--- src/rtl/dual_slope_pkg.sv ---
// Shared types and default phase lengths for the dual-slope ADC sequencer.
package dual_slope_pkg;

    typedef enum logic [2:0] {
        S_IDLE,
        S_AZ,
        S_GAP1,
        S_INT,
        S_GAP2,
        S_DEINT,
        S_DONE
    } state_t;

    localparam int unsigned AZ_CYCLES_DEF  = 256;
    localparam int unsigned INT_CYCLES_DEF = 4096;
    localparam int unsigned MAX_DEINT_DEF  = 8191;

endpackage

--- src/rtl/dual_slope_ctrl_cmp_sync.sv ---
// Two-flop synchronizer for the asynchronous integrator comparator.
module cmp_sync (
    input  logic clk,
    input  logic rst_n,
    input  logic d,
    output logic q
);

    logic meta;

    always_ff @(posedge clk) begin
        if (!rst_n) begin
            meta <= 1'b0;
            q    <= 1'b0;
        end else begin
            meta <= d;
            q    <= meta;
        end
    end

endmodule

--- src/rtl/dual_slope_ctrl.sv ---
// Dual-slope ADC sequencer: auto-zero, fixed run-up, timed run-down.
// Optional macro DUAL_SLOPE_CMP_SYNC_EN adds a 2-flop comparator synchronizer.
module dual_slope_ctrl
    import dual_slope_pkg::*;
#(
    parameter int unsigned AZ_CYCLES  = AZ_CYCLES_DEF,
    parameter int unsigned INT_CYCLES = INT_CYCLES_DEF,
    parameter int unsigned MAX_DEINT  = MAX_DEINT_DEF
) (
    input  logic        clk_i,
    input  logic        rst_ni,
    input  logic        start_i,
    input  logic        cmp_i,
    output logic        sw_az_o,
    output logic        sw_vin_o,
    output logic        sw_vref_o,
    output logic        cnt_clr_o,
    output logic        cnt_en_o,
    output logic [15:0] result_o,
    output logic        valid_o,
    output logic        busy_o,
    output logic        ovr_o
);

    localparam logic [15:0] AZ_LAST  = 16'(AZ_CYCLES - 1);
    localparam logic [15:0] INT_LAST = 16'(INT_CYCLES - 1);
    localparam logic [15:0] DEINT_MAX = 16'(MAX_DEINT);

    state_t      state, state_nxt;
    logic [15:0] phase_cnt, phase_nxt;
    logic [15:0] deint_cnt, deint_nxt;
    logic [15:0] done_res;
    logic        done_ovr;
    logic        cmp_eff;

`ifdef DUAL_SLOPE_CMP_SYNC_EN
    cmp_sync u_cmp_sync (
        .clk   (clk_i),
        .rst_n (rst_ni),
        .d     (cmp_i),
        .q     (cmp_eff)
    );
`else
    assign cmp_eff = cmp_i;
`endif

    always_comb begin
        state_nxt = state;
        phase_nxt = phase_cnt;
        deint_nxt = deint_cnt;
        done_res  = deint_cnt;
        done_ovr  = 1'b0;
        case (state)
            S_IDLE: begin
                if (start_i) begin
                    state_nxt = S_AZ;
                    phase_nxt = '0;
                end
            end
            S_AZ: begin
                if (phase_cnt == AZ_LAST) begin
                    state_nxt = S_GAP1;
                    phase_nxt = '0;
                end else begin
                    phase_nxt = phase_cnt + 16'd1;
                end
            end
            S_GAP1: state_nxt = S_INT;
            S_INT: begin
                if (phase_cnt == INT_LAST) begin
                    state_nxt = S_GAP2;
                    phase_nxt = '0;
                end else begin
                    phase_nxt = phase_cnt + 16'd1;
                end
            end
            S_GAP2: begin
                state_nxt = S_DEINT;
                deint_nxt = '0;
            end
            S_DEINT: begin
                // Timeout wins over a comparator edge landing in the same cycle.
                if (deint_cnt == DEINT_MAX) begin
                    state_nxt = S_DONE;
                    done_res  = DEINT_MAX;
                    done_ovr  = 1'b1;
                end else if (!cmp_eff) begin
                    state_nxt = S_DONE;
                end else begin
                    deint_nxt = deint_cnt + 16'd1;
                end
            end
            S_DONE:  state_nxt = S_IDLE;
            default: state_nxt = S_IDLE;
        endcase
    end

    // Outputs are decoded from the next state so they align with the state register.
    always_ff @(posedge clk_i) begin
        if (!rst_ni) begin
            state     <= S_IDLE;
            phase_cnt <= '0;
            deint_cnt <= '0;
            sw_az_o   <= 1'b0;
            sw_vin_o  <= 1'b0;
            sw_vref_o <= 1'b0;
            cnt_clr_o <= 1'b0;
            cnt_en_o  <= 1'b0;
            valid_o   <= 1'b0;
            busy_o    <= 1'b0;
            result_o  <= '0;
            ovr_o     <= 1'b0;
        end else begin
            state     <= state_nxt;
            phase_cnt <= phase_nxt;
            deint_cnt <= deint_nxt;
            sw_az_o   <= (state_nxt == S_AZ);
            sw_vin_o  <= (state_nxt == S_INT);
            sw_vref_o <= (state_nxt == S_DEINT);
            cnt_en_o  <= (state_nxt == S_DEINT);
            cnt_clr_o <= (state == S_IDLE) && (state_nxt == S_AZ);
            valid_o   <= (state_nxt == S_DONE);
            busy_o    <= (state_nxt != S_IDLE);
            if (state_nxt == S_DONE) begin
                result_o <= done_res;
                ovr_o    <= done_ovr;
            end
        end
    end

endmodule

--- config.mk ---
export PLATFORM = sky130hd
export DESIGN_NAME = dual_slope_ctrl
export DESIGN_NICKNAME = d
export VERILOG_FILES = /design/src/rtl/dual_slope_pkg.sv /design/src/rtl/dual_slope_ctrl_cmp_sync.sv /design/src/rtl/dual_slope_ctrl.sv
export SDC_FILE = /design/constraint.sdc
export NUM_CORES = 1
export LEC_CHECK = 0
export ABC_AREA = 1
export BUFFER_PORTS_ARGS = -buffer_cell sky130_fd_sc_hd__buf_2
export CAP_MARGIN = 20
export CORE_ASPECT_RATIO = 2
export CORE_UTILIZATION = 50
export DETAILED_ROUTE_END_ITERATION = 16
export PLACE_DENSITY = 0.69
export SLEW_MARGIN = 5
export SYNTH_ARGS = -nofsm -noshare
export SYNTH_HDL_FRONTEND = slang
export SYNTH_SLANG_ARGS = --single-unit
--- constraint.sdc ---
create_clock -name clk_i -period 3 [get_ports clk_i]
set_input_delay 0.45 -clock clk_i [delete_from_list [all_inputs] [get_ports clk_i]]
set_output_delay 0.45 -clock clk_i [all_outputs]
set_load 0.05 [all_outputs]
==> flow_results.org <==
** Timing
- For the pin with the worst max-slew slack, the measured transition is between 0.6 and 0.7 ns.
- Setup violations remaining at the end of the flow were counted as 0.
- Max Transition Viols Final :: 0
- Setup repair after global routing left no endpoint under its margin.
- Fin. Hold Viols :: 0
- Worst slew margin relative to its limit :: slightly below 60%
- The clock period could shrink to around 1.9 ns.
- For the final database, setup skew stands at between 0.005 and 0.006 ns.
- Highest Clock Rate :: between 500 and 600 MHz
- Setup TNS after final layout :: 0 ns
- The worst path uses between 60% and 70% of the clock period.

** Finish
- For this run, the post-layout net count is about 480.
- Non-filler instance count after layout :: approximately 530
- P&R area growth vs syn :: 14.9%
- The post-route netlist has between 10% and 20% of its cells at a drive strength greater than 1.
- Antenna diodes :: 0
- Final design instance area without fill :: between 3000 and 4000 sq um
- Post-layout utilization of the core :: roughly 60%

** Routing
- Dividing the detail-routed wire length by the instance count gives approximately 14 um.
- DR vias :: about 2,900
- Total Routed Length :: about 7400 um
- Drt first pass iters :: 4
- In the routed layout, each cell is associated on average with a via count of roughly 5.3.
- In this run the remaining antenna-violating nets after routing total 0.
- For this run, design rule violations remaining after detail routing come to 0.
- In this run, the number of DRC markers left after iteration 0 of detailed routing was 101.

** Global route
- Vias in the first global route :: slightly below 3,000
- Number of antenna violations at the first check in global routing :: 0
- After global routing the overflow that remains totals 0.
- Wire length of the first global-routing pass :: roughly 13,000 um
- Largest net degree at the start of global routing :: 23
- GR Util All Layers :: a little over a quarter

** Clock tree
- The number of clock buffers added by TritonCTS is 9.
- TritonCTS clock tree :: done
- The clock reaches the later pin of the worst-skew pair after between 0.3 and 0.4 ns.
- Max clock buf depth :: 2
- Count of hold buffers inserted by post-cts repair :: 0
- CTS Root Buffer Type :: clkbuf_16
- Buffers added to address setup during post-CTS repair amount to 0.
- Sinks on Clock Net :: 58
- Clock input transition at the sequential cells of the worst setup and hold paths :: roughly 0.050 ns
- CTS built an H-tree with a depth of 3.
- Post-CTS repair changed the size of 0 cells.

** Critical path
- Capturing element type of the critical path :: flop
- STA classifies the critical path startpoint as a flop.
- Largest driver fanout on the critical path :: 5
- Data arrives at the worst endpoint at 2.10 ns.
- Classification of the worst setup path :: reg2reg
- Critical path required time :: about 3.2 ns

** Worst hold path
- The path class of the tightest hold or removal check is reg2reg.

** Placed design
- Count of input and output buffers :: 27
- Once placement completed, the tool counted placed cells totaling roughly 520.
- The congestion estimate from routability-driven global placement came to roughly 0.93.
- Hpwl dp :: 5700 um
- Instance area after placement :: just over 3000 sq um

** Synthesis
- For this run, the register share of the synthesized area comes to 39.3%.
- Ranked by total cell area, the synthesized netlist is headed by dfxtp_1 39%, nand2_1 13%, nor2_1 10%.
- In this run, synthesis produced a sequential element count of 58.
- In this run, distinct cell masters in the synthesized netlist total 30.
- Among all flip-flop cells after synthesis, the most frequent one is dfxtp_1.
- For this run, the number of Yosys warnings is 0.
- The number of nets in the synthesized netlist is ~450.
- Synthesized cell area :: 2960 sq um
- Library cell with the largest summed area after synthesis :: dfxtp_1
- Post-synth top area share :: 39.3%
- Cell count after synthesis :: 441
- Yosys mapped a number of flops with a built-in enable equal to 0.
- Avg Synthesized Cell Area :: between 6 and 7 sq um
- Counting flops with an async set or reset pin after synthesis yields a share of 0%.

** Pwr
- Leakage power of the design :: around 1.5 nW
- Power share of the clock group :: between 50% and 60%
- Combinational Power Share :: approximately 4.0%
- The internal portion of the total power is approximately 1.5 mW.
- P_sw :: about 390 uW
- The design draws between 1.5 and 2 mW.
- Power spread over the standard cell area amounts to about 550 nW/um^2.
- Net switching is between 20% and 30% of the power.
- Sequential Power Share :: between 40% and 50%
- Worst vdd rail ir drop :: approximately 0.00058 V

** Floorplanning
- In this run the standard cell core region covers ~5700 sq um.
- After floorplanning, the core was divided into 39 placement rows.
- For this design the top-level I/O count stands at 28.
- The die is about 110 um tall.
- From left edge to right edge, the die measures approximately 56 um.
- The initial utilization of the core area, before any placement, comes to 51.8%.
- The die covers between 6000 and 7000 sq um.

** Job
- Across the run, the number of max-cap violations was 0.

** Run status
- Run status :: completed
## critical path, cell delays in order (launching register included)
cell	delay, ns
dfxtp_1	0.39
ha_1	0.28
nand2_1	0.10
nor2_1	0.37
nand3_1	0.20
nand2_1	0.13
nand2_1	0.06
o21ai_1	0.15
nand3_1	0.08
## sequential cells by signal, indices dropped and copies added (netlist names)
signal / flops
ovr_o: 1
valid_o: 1
sw_az_o: 1
cnt_clr_o: 1
phase_cnt: 16
deint_cnt: 16
state: 3
cnt_en_o: 1
sw_vin_o: 1
busy_o: 1
result_o: 16
## power groups by stage
stage          Combinational, mW  Sequential [mW]  Clock, mW
2_1_floorplan             0.0393            0.808          0
3_3_place_gp              0.0735            0.798          0
3_5_place_dp              0.0744            0.798          0
4_1_cts                   0.0744            0.783       1.02
5_1_grt                   0.0798            0.783       1.05
6_report                  0.0733            0.783       1.00
## placed cells by master, fill, tap and decap left out
cell	Yosys	final
nor2_2	4	4
clkinv_2	0	2
clkbuf_8	0	2
nand2_4	3	3
inv_4	1	1
clkbuf_16	0	9
bufinv_16	0	1
a21oi_1	39	39
buf_4	3	3
dfxtp_1	58	58
nand4_1	10	10
or2_2	1	1
xnor2_1	1	1
xor2_1	7	7
nand3_1	43	43
nor2_1	80	80
nand3_4	1	1
nor2_8	1	1
buf_2	2	27
ha_1	2	2
nand3_2	4	4
nand2_1	103	103
inv_1	41	41
nor2_4	1	1
inv_2	6	6
o21ai_1	3	3
nand2_2	4	4
o31ai_1	1	1
or2_1	1	1
nor3_1	7	7
a31oi_1	1	1
o21ai_0	5	5
## layout make-up
type                    instances  area [sq um]
flip-flops and latches         58          1160
repair buffers                 30           158
inverters                      48           183
clock buffers                  11           253
multi-input cells             322          1530
well taps                      61          76.3
clock inverters                 3          40.0
fillers                       578          2310
## path summary, 6_finish.rpt
kind                startpoint      endpoint  slack (ns)  depth (start not counted)
setup / recovery  deint_cnt[0]        busy_o        1.11                          8
hold reg to reg   result_o[12]  result_o[12]        0.45                          2
hold / removal    result_o[12]  result_o[12]        0.45                          2
setup reg to reg  deint_cnt[0]        busy_o        1.11                          8
## cell usage after synthesis (2+ instances only)
master / number
o21ai_0: 5
buf_2: 2
nand3_2: 4
xor2_1: 7
nand3_1: 43
clkbuf_1: 5
nand2_4: 3
nand4_1: 10
o21ai_1: 3
nor2_1: 80
ha_1: 2
buf_4: 3
buf_6: 3
nor3_1: 7
inv_1: 41
dfxtp_1: 58
nor2_2: 4
nand2_2: 4
inv_2: 6
nand2_1: 103
a21oi_1: 39
## routing by layer
layer | share of wire (%) | vias up | track usage [%]
li1 | - | 1466 | -
met1 | 34 | 1268 | 22.1
met2 | 55 | 75 | 48.0
met3 | 3.4 | 42 | 6.88
met4 | 7.2 | 0 | 23.3
met5 | 0 | - | 0
## metrics by stage
step                      setup slack, ns  hold slack [ns]
after global placement               1.17            0.439
after CTS                            1.13            0.449
after detailed placement             1.14            0.442
final                                1.11            0.446
after floorplan                      1.46            0.450
after global routing                0.882            0.464
## kinds of logic after synthesis
kind of cell | after synthesis | share of synthesized area, %
AND/OR/NAND/NOR | 263 | 40.1
AO/OA/AOI/OAI | 49 | 8.42
flip-flops | 58 | 39.3
XOR/XNOR | 8 | 2.37
buffers and inverters | 61 | 9.05
adder cells (fa/ha/maj) | 2 | 0.846
Note: power is estimated with default switching activity, not from simulation.
